[config.mk]
export PLATFORM = sky130hd
export DESIGN_NAME = eth_rx_dst_filter
export DESIGN_NICKNAME = d
export VERILOG_FILES = /design/src/rtl/eth_rx_filter_pkg.sv /design/src/rtl/eth_rx_hdr_shift.sv /design/src/rtl/eth_rx_dst_filter.sv
export SDC_FILE = /design/constraint.sdc
export NUM_CORES = 1
export LEC_CHECK = 0
export BUFFER_PORTS_ARGS = -buffer_cell sky130_fd_sc_hd__clkbuf_2
export CAP_MARGIN = 15
export CORE_ASPECT_RATIO = 1.75
export CORE_MARGIN = 4
export CORE_UTILIZATION = 58
export CTS_CLUSTER_DIAMETER = 30
export CTS_CLUSTER_SIZE = 25
export DETAILED_ROUTE_END_ITERATION = 10
export GPL_TIMING_DRIVEN = 0
export HOLD_SLACK_MARGIN = 0.08
export PLACE_DENSITY_LB_ADDON = 0.25
export SYNTH_ARGS = -nofsm -noshare
export SYNTH_HDL_FRONTEND = slang
export SYNTH_SLANG_ARGS = --single-unit
[constraint.sdc]
create_clock -name rx_clk -period 10.25 [get_ports rx_clk]
set_input_delay 3.075 -clock rx_clk [delete_from_list [all_inputs] [get_ports rx_clk]]
set_output_delay 3.075 -clock rx_clk [all_outputs]
set_load 0.05 [all_outputs]
[src/rtl/eth_rx_filter_pkg.sv]
// Shared types and the destination-address accept rule for the RX DA filter.
// Statistics are enabled by defining ETH_RX_FILTER_STATS_EN.
package eth_rx_filter_pkg;

  localparam int HDR_LEN = 6;
  localparam logic [47:0] BCAST_ADDR = 48'hFFFF_FFFF_FFFF;

  typedef enum logic [2:0] {
    IDLE,
    HDR,
    PASS,
    DROP,
    FLUSH
  } state_e;

  typedef struct packed {
    logic [7:0] data;
    logic       user;
  } hbuf_ent_t;

  typedef struct packed {
    logic [47:0] mac;
    logic        filter_en;
    logic        promisc;
    logic        bcast_en;
    logic        mcast_en;
  } cfg_t;

  function automatic logic da_accept(
    input logic [47:0] da,
    input cfg_t        cfg
  );
    logic bc;
    bc = (da == BCAST_ADDR);
    return !cfg.filter_en
        || cfg.promisc
        || (da == cfg.mac)
        || (cfg.bcast_en && bc)
        || (cfg.mcast_en && da[40] && !bc);
  endfunction

endpackage

[src/rtl/eth_rx_hdr_shift.sv]
// Header holding buffer: FIFO-ordered shift register with push/pop/clear.
// Entry 0 is the oldest byte; da_o exposes all but the newest slot.
module eth_rx_hdr_shift
  import eth_rx_filter_pkg::*;
#(
  parameter int DEPTH = HDR_LEN,
  localparam int CW = $clog2(DEPTH + 1)
) (
  input  logic                   rx_clk,
  input  logic                   rx_rst,
  input  logic                   push_i,
  input  logic                   pop_i,
  input  logic                   clr_i,
  input  logic [7:0]             data_i,
  input  logic                   user_i,
  output logic [7:0]             head_data_o,
  output logic                   head_user_o,
  output logic [8*(DEPTH-1)-1:0] da_o,
  output logic [CW-1:0]          count_o
);

  hbuf_ent_t       mem_q [DEPTH];
  hbuf_ent_t       mem_d [DEPTH];
  logic [CW-1:0]   count_q, count_d;
  logic [CW-1:0]   wr;

  always_comb begin
    mem_d   = mem_q;
    count_d = count_q;
    wr      = count_q - CW'(pop_i);
    if (clr_i) begin
      count_d = '0;
    end else begin
      if (pop_i) begin
        for (int i = 0; i < DEPTH - 1; i++) begin
          mem_d[i] = mem_q[i+1];
        end
      end
      if (push_i) begin
        mem_d[wr] = '{data: data_i, user: user_i};
      end
      count_d = count_q + CW'(push_i) - CW'(pop_i);
    end
  end

  always_ff @(posedge rx_clk or posedge rx_rst) begin
    if (rx_rst) begin
      mem_q   <= '{default: '0};
      count_q <= '0;
    end else begin
      mem_q   <= mem_d;
      count_q <= count_d;
    end
  end

  always_comb begin
    da_o = '0;
    for (int i = 0; i < DEPTH - 1; i++) begin
      da_o[8*(DEPTH-1-i)-1 -: 8] = mem_q[i].data;
    end
  end

  assign head_data_o = mem_q[0].data;
  assign head_user_o = mem_q[0].user;
  assign count_o     = count_q;

endmodule

[src/rtl/eth_rx_dst_filter.sv]
// RX destination-MAC filter: holds the DA, then forwards or drops the frame.
// Define ETH_RX_FILTER_STATS_EN to implement the stat_* counters.
module eth_rx_dst_filter #(
  parameter int CNT_WIDTH = 32,
  parameter int HDR_LEN   = eth_rx_filter_pkg::HDR_LEN
) (
  input  logic                 rx_clk,
  input  logic                 rx_rst,
  input  logic [7:0]           s_axis_tdata,
  input  logic                 s_axis_tvalid,
  input  logic                 s_axis_tlast,
  input  logic                 s_axis_tuser,
  output logic [7:0]           m_axis_tdata,
  output logic                 m_axis_tvalid,
  output logic                 m_axis_tlast,
  output logic                 m_axis_tuser,
  input  logic [47:0]          cfg_mac_addr,
  input  logic                 cfg_filter_en,
  input  logic                 cfg_promisc,
  input  logic                 cfg_bcast_en,
  input  logic                 cfg_mcast_en,
  output logic [CNT_WIDTH-1:0] stat_accepted,
  output logic [CNT_WIDTH-1:0] stat_dropped,
  output logic [CNT_WIDTH-1:0] stat_runt,
  output logic [CNT_WIDTH-1:0] stat_overrun
);

  import eth_rx_filter_pkg::*;

  localparam int CW = $clog2(HDR_LEN + 1);

  state_e state_q, state_d;
  cfg_t   cfg_q, cfg_d, cfg_in;
  logic   ovr_q, ovr_d;

  logic [7:0] tdata_q, tdata_d;
  logic       tvalid_q, tvalid_d;
  logic       tlast_q, tlast_d;
  logic       tuser_q, tuser_d;

  logic                      push, pop, clr;
  logic [7:0]                head_data;
  logic                      head_user;
  logic [8*(HDR_LEN-1)-1:0]  da_part;
  logic [CW-1:0]             count;
  logic                      hit;
  logic inc_acc, inc_drop, inc_runt, inc_ovr;

  eth_rx_hdr_shift #(
    .DEPTH (HDR_LEN)
  ) u_shift (
    .rx_clk      (rx_clk),
    .rx_rst      (rx_rst),
    .push_i      (push),
    .pop_i       (pop),
    .clr_i       (clr),
    .data_i      (s_axis_tdata),
    .user_i      (s_axis_tuser),
    .head_data_o (head_data),
    .head_user_o (head_user),
    .da_o        (da_part),
    .count_o     (count)
  );

  assign cfg_in = {cfg_mac_addr, cfg_filter_en, cfg_promisc,
                   cfg_bcast_en, cfg_mcast_en};

  // The decision beat's own byte completes the DA before it is stored.
  assign hit = da_accept({da_part, s_axis_tdata}, cfg_q);

  always_comb begin
    state_d  = state_q;
    cfg_d    = cfg_q;
    ovr_d    = ovr_q;
    push     = 1'b0;
    pop      = 1'b0;
    clr      = 1'b0;
    tdata_d  = tdata_q;
    tvalid_d = 1'b0;
    tlast_d  = 1'b0;
    tuser_d  = 1'b0;
    inc_acc  = 1'b0;
    inc_drop = 1'b0;
    inc_runt = 1'b0;
    inc_ovr  = 1'b0;
    unique case (state_q)
      IDLE: begin
        if (s_axis_tvalid) begin
          cfg_d = cfg_in;
          if (s_axis_tlast) begin
            inc_runt = 1'b1;
          end else begin
            push    = 1'b1;
            state_d = HDR;
          end
        end
      end
      HDR: begin
        if (s_axis_tvalid) begin
          if (count == CW'(HDR_LEN - 1)) begin
            if (hit) begin
              push    = 1'b1;
              state_d = s_axis_tlast ? FLUSH : PASS;
            end else begin
              clr      = 1'b1;
              inc_drop = 1'b1;
              state_d  = s_axis_tlast ? IDLE : DROP;
            end
          end else if (s_axis_tlast) begin
            clr      = 1'b1;
            inc_runt = 1'b1;
            state_d  = IDLE;
          end else begin
            push = 1'b1;
          end
        end
      end
      PASS: begin
        if (s_axis_tvalid) begin
          push     = 1'b1;
          pop      = 1'b1;
          tvalid_d = 1'b1;
          tdata_d  = head_data;
          if (s_axis_tlast) state_d = FLUSH;
        end
      end
      FLUSH: begin
        pop      = 1'b1;
        tvalid_d = 1'b1;
        tdata_d  = head_data;
        // A frame arriving mid-drain is discarded up to its tlast.
        if (s_axis_tvalid) begin
          inc_ovr = !ovr_q;
          ovr_d   = !s_axis_tlast;
        end
        if (count == CW'(1)) begin
          tlast_d = 1'b1;
          tuser_d = head_user;
          inc_acc = 1'b1;
          state_d = ovr_d ? DROP : IDLE;
          ovr_d   = 1'b0;
        end
      end
      DROP: begin
        if (s_axis_tvalid && s_axis_tlast) state_d = IDLE;
      end
      default: state_d = IDLE;
    endcase
  end

  always_ff @(posedge rx_clk or posedge rx_rst) begin
    if (rx_rst) begin
      state_q  <= IDLE;
      cfg_q    <= '0;
      ovr_q    <= 1'b0;
      tdata_q  <= '0;
      tvalid_q <= 1'b0;
      tlast_q  <= 1'b0;
      tuser_q  <= 1'b0;
    end else begin
      state_q  <= state_d;
      cfg_q    <= cfg_d;
      ovr_q    <= ovr_d;
      tdata_q  <= tdata_d;
      tvalid_q <= tvalid_d;
      tlast_q  <= tlast_d;
      tuser_q  <= tuser_d;
    end
  end

  assign m_axis_tdata  = tdata_q;
  assign m_axis_tvalid = tvalid_q;
  assign m_axis_tlast  = tlast_q;
  assign m_axis_tuser  = tuser_q;

`ifdef ETH_RX_FILTER_STATS_EN
  logic [CNT_WIDTH-1:0] acc_q, drop_q, runt_q, ovr_cnt_q;

  always_ff @(posedge rx_clk or posedge rx_rst) begin
    if (rx_rst) begin
      acc_q     <= '0;
      drop_q    <= '0;
      runt_q    <= '0;
      ovr_cnt_q <= '0;
    end else begin
      acc_q     <= acc_q + CNT_WIDTH'(inc_acc);
      drop_q    <= drop_q + CNT_WIDTH'(inc_drop);
      runt_q    <= runt_q + CNT_WIDTH'(inc_runt);
      ovr_cnt_q <= ovr_cnt_q + CNT_WIDTH'(inc_ovr);
    end
  end

  assign stat_accepted = acc_q;
  assign stat_dropped  = drop_q;
  assign stat_runt     = runt_q;
  assign stat_overrun  = ovr_cnt_q;
`else
  logic stats_unused;
  assign stats_unused  = ^{inc_acc, inc_drop, inc_runt, inc_ovr};
  assign stat_accepted = '0;
  assign stat_dropped  = '0;
  assign stat_runt     = '0;
  assign stat_overrun  = '0;
`endif

endmodule

**Yosys cells after proc, flatten, opt, wreduce, memory -nomap -nowiden**

Cells that the tools add are included.

- Register bits: 124
- Input bits: 65
- Output and inout bits: 139
- Logic and storage cells: 108

- Add/subtract/negate cells: 3
- $lt $le $gt $ge: 2
- Equal/unequal tests: 16
- Mux-type cells: 43
- Bitwise operators: 2
- Reduce and logical (&&, ||, !) cells: 18

Operators by type and width:

| kind | count |
|---|---|
| $mux 45 | 2 |
| $bwmux 54 | 1 |
| $mux 54 | 1 |
| $eq 48x48->1 | 1 |
| $eq 48x48->1 const B | 1 |
| $mux 3 | 12 |
| $demux 9 s3 | 1 |
| $mux 1 | 18 |
| $pmux 8 s2 | 1 |
| $pmux 3 s5 | 1 |
| $ne 2x2->1 const B | 7 |
| $mux 9 | 1 |
| $mux 8 | 1 |
| $reduce_and 8->1 | 1 |
| $eq 3x1->1 const B | 2 |
| $eq 3x2->1 const B | 2 |
| $eq 3x3->1 const B | 2 |
| $reduce_and 2->1 | 3 |
| $sub 3x1->3 | 2 |
| $logic_and 1x1->1 | 5 |
| $ge 4x4->1 const B | 1 |
| $logic_or 1x1->1 | 4 |
| $lt 4x1->1 const B | 1 |
| $mux 2 | 2 |
| other kinds (9) | 11 |

**Longest topological paths before layout**

Gate-level depths: netlist (run 1).

- Depth in word-level cells: 12
- Gate-level depth with buffers: 14
- Mapped depth without buffers: 12

**Cells and area by module**

From an unflattened synthesis (run 1), not the netlist that was laid out.

- Cell total of the unflattened synthesis: 711
- Area, all modules: 7704.9 um^2

Modules (own cells, without submodules):

| module | times used | cells each | area an instance (um^2) | sequential area each (um^2) |
|---|---|---|---|---|
| eth_rx_dst_filter | 1 | 393 | 4307.9 | 1676.6 |
| eth_rx_hdr_shift | 1 | 318 | 3397.0 | 1426.4 |

**Least setup slack after synthesis (run 1)**

Ideal clock, no wire load.

- Path kind: input port to flip-flop
- Start: input s_axis_tdata[5]
- End: register u_shift.count_q[2], in the netlist u_shift.count_o[2]
- Library setup time: 0.138 ns
- Arrival time: 5.503 ns
- Required time: 10.112 ns
- Setup slack: 4.609 ns
- Stages: 13
- Path buffers: 1
- Cells stage by stage: buf_6 > xor2_1 > nor4_2 > nand4_1 > o31ai_4 > nor2_1 > nor2_1 > ha_1 > inv_1 > fa_1 > xor2_1 > xnor2_1 > a21oi_1

- Longest elaborated chain between the ends: 11
- Elaborated cells between the ends (all ways): 19
- Classes of those cells: add/sub (2); eq/ne (2); mux (9); reduce/logical (6)

Ends and longest elaborated chain:

| element | line | source |
|---|---|---|
| from (decl) | eth_rx_dst_filter.sv:9 | `input logic [7:0] s_axis_tdata,` |
| $eq 48x48->1 (on tied branches) | eth_rx_filter_pkg.sv:37, eth_rx_filter_pkg.sv:34 |  |
| $logic_or 1x1->1 (tied with other cells) | eth_rx_filter_pkg.sv:37 | `\|\| (da == cfg.mac)` |
| $logic_or 1x1->1 or $logic_and 1x1->1 (tied branches) | eth_rx_filter_pkg.sv:38, eth_rx_filter_pkg.sv:39 |  |
| $logic_or 1x1->1 * | eth_rx_filter_pkg.sv:39 | `\|\| (cfg.mcast_en && da[40] && !bc);` |
| $mux 1 | eth_rx_dst_filter.sv:101 | `if (hit) begin` |
| $mux 1 | eth_rx_dst_filter.sv:100 | `if (count == CW'(HDR_LEN - 1)) begin` |
| $mux 1 | eth_rx_dst_filter.sv:99 | `if (s_axis_tvalid) begin` |
| $pmux 1 s3 | eth_rx_dst_filter.sv:86 | `unique case (state_q)` |
| $add 3x1->3 | eth_rx_hdr_shift.sv:42 | `count_d = count_q + CW'(push_i) - CW'(pop_i);` |
| $sub 3x1->3 | eth_rx_hdr_shift.sv:42 |  |
| $mux 3 * | eth_rx_hdr_shift.sv:31 | `if (clr_i) begin` |
| net u_shift.count_d[2] | eth_rx_hdr_shift.sv:24 | `logic [CW-1:0] count_q, count_d;` |
| to (signal assigned) | eth_rx_hdr_shift.sv:52 | `count_q <= count_d;` |
| to (decl) | eth_rx_hdr_shift.sv:24 |  |

Mark *: on every way through the listed nets, which the timed path passes. The rest lies on a longest branch.
A chain may end at the register's enable or synchronous reset.

**Worst setup path after layout (run 1)**

- Start: input s_axis_tvalid
- End: register u_shift.mem_q, in the netlist u_shift.da_o[5]

- Longest elaborated chain between the ends: 10
- Elaborated cells between the ends (all ways): 18
- Classes of those cells: add/sub (1); order compare (2); mux (13); bitwise (1); reduce/logical (1)

Ends and longest elaborated chain:

| element | line | source |
|---|---|---|
| from (decl) | eth_rx_dst_filter.sv:10 | `input logic s_axis_tvalid,` |
| $mux 1 * | eth_rx_dst_filter.sv:119 | `if (s_axis_tvalid) begin` |
| $pmux 1 s2 * | eth_rx_dst_filter.sv:86 |  |
| net pop | eth_rx_dst_filter.sv:41 | `logic push, pop, clr;` |
| $sub 3x1->3 | eth_rx_hdr_shift.sv:30 | `wr = count_q - CW'(pop_i);` |
| $not 3->4 (not written as such) | eth_rx_hdr_shift.sv:40 | `mem_d[wr] = '{data: data_i, user: user_i};` |
| $ge 4x4->1 (not written as such) or $lt 4x1->1 (tied branches) | eth_rx_hdr_shift.sv:40 |  |
| $logic_and 1x1->1 (not written as such) | eth_rx_hdr_shift.sv:40 |  |
| $mux 9 (not written as such) | eth_rx_hdr_shift.sv:40 |  |
| $demux 9 s3 | eth_rx_hdr_shift.sv:40 |  |
| $bwmux 54 | eth_rx_hdr_shift.sv:40 |  |
| $mux 54 * | eth_rx_hdr_shift.sv:39 | `if (push_i) begin` |
| to (signal assigned) | eth_rx_hdr_shift.sv:51 | `mem_q <= mem_d;` |
| to (decl) | eth_rx_hdr_shift.sv:22 | `hbuf_ent_t mem_q [DEPTH];` |

Mark *: on every way through the listed nets, which the timed path passes. The rest lies on a longest branch. The select of a mux whose other input is x is not followed.

==> results.tsv, run 1 <==
stage	metric	value	unit
pwr	power.density	318	nW/µm²
critical_path	crit_buf_inv	4	
drt	wire_per_inst	18.2	µm
pwr	ir_drop	0.187	mV
sta	min_period	5.99	ns
cts	clk_path_buf_depth	2	
run	drv_cap	0	
yosys	synthDistinctLibCells	45	
floorplan	core_area	12600	µm²
pwr	finalPower	2910	µW
final_layout	diodes	0	
sta	finalCritPeriodShare	0.584	
floorplan	die-height	159	µm
placed_design	io_buffers	66	
grt	grt-ovfl-total	0	
cts	insertion_delay	0.42	ns
critical_path	critical_path.endpoint_type	flip-flop	
sta	slew_headroom	0.489	
final_layout	n_fill_cell	890	
cts	cts_root_buffer	clkbuf_16	
yosys	synth_edf_count	0	
cts	h-tree-depth	4	
yosys	synth_most_common_cell	buf_4	
cts	clk_pin_slew_worst_paths	0.06	ns
final_layout	seqCellArea	3100	µm²
drt	dr_total_vias	4903	
critical_path	cp_data_arrival_time	6.29	ns
final_layout	layout-area-overhead-vs-synth	22.1	%
final_layout	stdcell_count	993	
placed_design	dp_hpwl	13900	µm
drt	wl	18000	µm
yosys	syn_inst	599	
yosys	synthTopCellsByArea	dfrtp_1 (41%), mux2_2 (16%), buf_4 (13%)	
cts	cts_made_buffers	17	
placed_design	placed_area	8560	µm²
yosys	synthTopCellsByCount	buf_4 (128), dfrtp_1 (124), mux2_2 (105)	
critical_path	cp_slowest_cell	a21oi_2	
grt	grt_pass1_vias	5128	
final_layout	multi_input_area	3680	µm²
cts	clock-sinks	124	
critical_path	critPathKind	in2reg	
drt	drt-pass1-iter-count	4	
floorplan	ios	204	
yosys	synth_top_area_frac	0.413	
pwr	leakage	0.00469	µW
cts	post_cts_buffers	0	
critical_path	cp_max_fo	11	
grt	grtUsageTotal	0.248	
critical_path	cp.required	10.55	ns
final_layout	design_area	9170	µm²
yosys	async_reset_ff_frac	1.00	
cts	cts_tree	yes	
grt	grt_start_max_net_pins	105	
final_layout	layout-drive-gt1-share	0.498	
sta	hold_violations	0	
sta	final_max_slew_viol_count	0	
cts	cts_resized	0	
critical_path	cp_top_family	compound AO/OA/AOI/OAI gates	
yosys	syn_avg_cell_area	12.5	µm²
yosys	yosys.area.top_type	dfrtp_1	
grt	grt_pass1_wl	27400	µm
drt	antenna_left	0	
drt	drc	0	
critical_path	max_stage_delay	0.61	ns
placed_design	place_inst	961	
floorplan	rows	54	
final_layout	nNetsFinal	882	
yosys	synth_seq_cells	124	
sta	setup_viol	0	
yosys	ys_seq_area_frac	0.413	
drt	avgViaCountPerCell	4.94	
yosys	ys_warn_count	0	
sta	finalClockSkew	0.00684	ns
floorplan	initial_core_util	0.597	
grt	antenna_found_initial	0	
critical_path	worstPathCellList	clkbuf_2 > inv_1 > nor2_1 > nand2_1 > a21oi_2 > buf_6 > ha_1 > inv_1 > ha_1 > nor4_1 > o21ai_4 > mux2_4	
sta	tightest_slew	0.767	ns
cts	ctsHoldBuffers	0	
floorplan	dieWidth	94.0	µm
min_path	hold_path.class	reg2reg	
sta	rsz0062_at_grt	false	
sta	fmax	167	MHz
yosys	synth_ff_type	dfrtp_1	
critical_path	startpoint_type	primary input	
sta	fin_tns_setup	0	ns
sta	fin_hold_ws	0.478	ns
floorplan	die_area	14900	µm²
drt	drt_iter0_drc	197	
placed_design	gp_congestion	0.947	
status	status	completed	
yosys	syn_area	7510	µm²
==> placed cells by master (no fill, tap or decap), types with 3 or more instances in the layout <==
cell type,instances
clkbuf_1,11
xor2_1,49
nand3_1,4
ha_1,4
clkinvlp_4,6
o21ai_4,6
o21ai_0,3
nor4_1,14
mux2_2,105
a21oi_1,3
clkbuf_8,8
nand2_1,7
o211ai_1,4
buf_6,10
o31ai_1,3
nor2_1,10
conb_1,128
nand4_1,15
clkbuf_2,66
nor3_1,6
mux2_4,54
inv_1,8
buf_4,128
dfrtp_1,124
clkbuf_16,17
==> where the power goes <==
| group | switching [µW] | internal (µW) | total (µW) | leakage [µW] |
|---|---|---|---|---|
| registers | 248 | 741 | 988 | 0.00150 |
| clock network | 220 | 389 | 609 | 0.000280 |
| logic | 633 | 684 | 1320 | 0.00292 |
| total | 1100 | 1810 | 2910 | 0.00469 |
==> cell type report <==
cell class,instances,share of cell area
inverter,9,0.00423
sequential,124,0.339
buffer,152,0.127
tap,168,0.0229
clock buffer,23,0.0543
multi-input combinational,441,0.402
clock inverter,9,0.0120
timing repair buffer,67,0.0390
==> final timing paths <==
path	startpoint	slack, ns	cells after the start	end
min in group asynchronous	rx_rst	2.58	2	cfg_q[3]
hold / removal	u_shift.head_user_o	0.48	1	m_axis_tuser
setup / recovery	s_axis_tvalid	4.26	12	u_shift.da_o[5]
setup reg to reg	state_q[2]	6.57	11	u_shift.da_o[5]
max in group asynchronous	rx_rst	6.91	3	async pin
hold reg to reg	u_shift.head_user_o	0.48	1	m_axis_tuser
==> state kept, by name, indices dropped and copies added (netlist names), named ones only <==
name / cells
cfg_q: 52
m_axis_tdata: 8
m_axis_tlast: 1
m_axis_tuser: 1
m_axis_tvalid: 1
ovr_q: 1
state_q: 3
u_shift.count_o: 3
u_shift.da_o: 32
u_shift.head_data_o: 8
u_shift.head_user_o: 1
u_shift.mem_q: 4
==> cell families (layout without fill, tap and decap cells) <==
family,Yosys count,in the layout,share of synthesized area
flip-flops,124,124,0.413
buffers and inverters,161,260,0.160
other,1,128,0.000499
AO/OA/AOI/OAI,30,30,0.0380
XOR/XNOR,51,51,0.0595
AND/OR/NAND/NOR,67,67,0.0530
adder cells (fa/ha/maj),5,5,0.00933
multiplexers,160,160,0.267
==> through the flow <==
step / util / setup slack (ns)
after global routing: 0.729 / 4.04
after global placement: 0.678 / 2.63
after detailed placement: 0.681 / 3.93
final: 0.729 / 4.26
after floorplan: - / 3.88
after CTS: 0.729 / 4.26
==> routing by layer <==
layer	vias to the layer above	routed length, µm	GRT usage
met2	166	10300	0.472
met5	-	0	0
met1	2420	5700	0.237
met4	0	1010	0.153
li1	2259	-	-
met3	58	977	0.0501
No activity file was read; power rests on OpenSTA's default activity.
==> run 2, diff against run 1 <==
--- a/config.mk
+++ b/config.mk
@@ -9,7 +9,7 @@
 export CAP_MARGIN = 15
 export CORE_ASPECT_RATIO = 1.75
 export CORE_MARGIN = 4
-export CORE_UTILIZATION = 58
+export CORE_UTILIZATION = 54
 export CTS_CLUSTER_DIAMETER = 30
 export CTS_CLUSTER_SIZE = 25
 export DETAILED_ROUTE_END_ITERATION = 10
==> constraint.sdc (replaced) <==
create_clock -name rx_clk -period 5.87 [get_ports rx_clk]
set_input_delay 1.761 -clock rx_clk [delete_from_list [all_inputs] [get_ports rx_clk]]
set_output_delay 1.761 -clock rx_clk [all_outputs]
set_load 0.05 [all_outputs]
==> run 2 against run 1 <==
Cell count up 0.60%. Register-to-register slack worse by 4.4 ns. Count of clock-buffer cells in the layout down 4. Final area up 0.45%. Utilization down 4.9 points. First-iteration DRC count up 15%. Non-clock buffer count unchanged. Clock power up 86%. Global-route usage down 2.7 points. Wire length down 4.4%. Largest cell class unchanged. Via count down 1.4%. Critical path depth up 1.
==> results.tsv, run 2 (synthesis results as in run 1) <==
stage	metric	value	unit	change
sta	slew_headroom	0.521		+0.0325
drt	dr_total_vias	4834		-1.4%
grt	antenna_found_initial	0		unchanged
final_layout	nNetsFinal	882		unchanged
cts	cts_resized	0		unchanged
min_path	worstHoldStart	u_shift.head_user_o		
sta	rsz0062_at_grt	false		
sta	finalCritPeriodShare	0.796		
critical_path	ff2ff_path_depth	12		+1
cts	insertion_delay	0.41	ns	about the same
drt	antenna_left	0		unchanged
critical_path	cp_slowest_cell	a21oi_2		
pwr	leakage	0.00472	µW	+0.64%
min_path	hold_path_end	m_axis_tuser		
final_layout	fin_util	0.681		-0.0485
cts	clock-sinks	124		unchanged
cts	ctsHoldBuffers	0		unchanged
drt	avgViaCountPerCell	4.84		-2.0%
final_layout	largest_reg_flops	52		unchanged
placed_design	dp_hpwl	13500	µm	-2.7%
sta	fmax	214	MHz	
critical_path	startpoint_type	primary input		
critical_path	r2r_setup_slack	2.21	ns	-4.36 ns
sta	hold_violations	0		unchanged
pwr	power.clock.fraction	0.221		+0.012
sta	finalClockSkew	0.00828	ns	+0.00144 ns
floorplan	die_area	15900	µm²	+6.9%
drt	wire_per_inst	17.3	µm	-4.9%
pwr	seqPwrFrac	0.337		-0.002
critical_path	cp_max_fo	11		unchanged
cts	cts_made_buffers	17		unchanged
floorplan	ios	204		unchanged
drt	wl	17200	µm	-4.4%
pwr	p_sw_frac	0.370		-0.00805
grt	grt_pass1_vias	5139		+0.21%
cts	clk_pin_slew_worst_paths	0.06	ns	about the same
min_path	min_path_cells	1		unchanged
floorplan	initial_core_util	0.555		-0.0422
sta	final_max_slew_viol_count	0		unchanged
cts	clk_path_buf_depth	2		unchanged
critical_path	rr_endpoint	u_shift.da_o[12]		
critical_path	critPathKind	in2reg		
sta	tightest_slew	0.718	ns	-0.0487 ns
critical_path	cp_data_arrival_time	4.97	ns	-1.32 ns
cts	post_cts_buffers	0		unchanged
pwr	pwr-share-comb	0.443		-0.009
drt	drc	0		unchanged
placed_design	gp_congestion	0.940		-0.76%
sta	setup_viol	0		unchanged
cts	h-tree-depth	4		unchanged
pwr	finalPower	5110	µW	+75%
final_layout	layout-area-overhead-vs-synth	22.6	%	
final_layout	layout-drive-gt1-share	0.499		+0.00121
grt	grtUsageTotal	0.221		-0.0274
status	status	completed		
floorplan	dieWidth	97.1	µm	+3.3%
final_layout	layout_common_cells	buf_4 (128), conb_1 (128), dfrtp_1 (124)		
final_layout	regMostFlops	cfg_q		
drt	drt-pass1-iter-count	4		unchanged
pwr	p_int	3220	µW	+78%
critical_path	critical_path.endpoint_type	flip-flop		
sta	min_period	4.67	ns	
drt	drt_iter0_drc	226		+15%
cts	cts_tree	yes		
critical_path	cp.required	6.16	ns	-4.39 ns
critical_path	max_stage_delay	0.59	ns	-0.02 ns
sta	fin_hold_ws	0.487	ns	+0.00872 ns
floorplan	core_area	13500	µm²	+7.6%
critical_path	worstPathCellList	clkbuf_2 > inv_1 > nor2_1 > nand2_1 > a21oi_2 > buf_6 > ha_1 > ha_1 > xnor2_1 > nand2_1 > nor3_1 > o21ai_4 > mux2_4		
run	drv_cap	0		unchanged
placed_design	io_buffers	66		unchanged
grt	grt_start_max_net_pins	82		-22%
grt	grt_pass1_wl	27500	µm	+0.25%
pwr	ir_drop	0.319	mV	+70%
final_layout	design_area	9210	µm²	+0.45%
pwr	switchingPower	1890	µW	+72%
floorplan	die-height	164	µm	+3.5%
min_path	hold_path.class	reg2reg		
final_layout	diodes	0		unchanged
placed_design	placed_area	8570	µm²	about the same
cts	cts_root_buffer	clkbuf_16		
pwr	power.density	555	nW/µm²	+75%
critical_path	reg2reg_from	state_q[2]		
grt	grt-ovfl-total	0		unchanged
floorplan	rows	56		+3.7%
run 2: stage by stage:
step / setup slack, ns / setup TNS, ns / cells
after floorplan: 0.810 / 0 / 726
after global placement: -0.509 / -61.43 / 966
after detailed placement: 0.857 / 0 / 967
after CTS: 1.23 / 0 / 999
after global routing: 1.11 / 0 / 999
final: 1.20 / 0 / 999
run 2: worst max-delay path by stage:
stage / from / endpoint / slack (ns) / cells after the start
after floorplan: rx_rst / async pin / 0.81 / 1
after global placement: rx_rst / u_shift.mem_q[36] / -0.51 / 2
after detailed placement: s_axis_tvalid / flip-flop / 0.86 / 12
after CTS: s_axis_tvalid / u_shift.da_o[12] / 1.23 / 13
after global routing: s_axis_tvalid / u_shift.da_o[4] / 1.11 / 12
final: s_axis_tvalid / u_shift.da_o[12] / 1.20 / 13
run 2: area by class of cell:
cell class                      instances  area (µm²)
Buffer                                152        1160
Clock buffer                           19         453
Clock inverter                         13         189
Fill cell                            1001        4320
Inverter                                9        38.8
Multi-Input combinational cell        441        3680
Sequential cell                       124        3100
Tap cell                              174         218
Timing Repair Buffer                   67         358
run 2: per-layer routing:
layer	GRT usage	wire, µm
met1	0.233	6140
met2	0.411	9430
met3	0.0561	1120
met4	0.0952	561
met5	0	0
run 2: critical path, delay by kind of cell:
family / cells / cell delay (ns)
xor+xnor: 1 / 0.22
simple gates: 4 / 0.82
fa+ha+maj: 2 / 0.41
buf+inv: 3 / 0.55
compound gates: 2 / 0.84
mux: 1 / 0.36
run 2: power by group through the flow:
stage / clock network (µW) / registers, µW / logic, µW
6_report: 1130 / 1720 / 2260
3_5_place_dp: 0 / 1730 / 2240
4_1_cts: 1140 / 1720 / 2270
3_3_place_gp: 0 / 1710 / 2170
5_1_grt: 1190 / 1770 / 2420
2_1_floorplan: 0 / 1660 / 1820
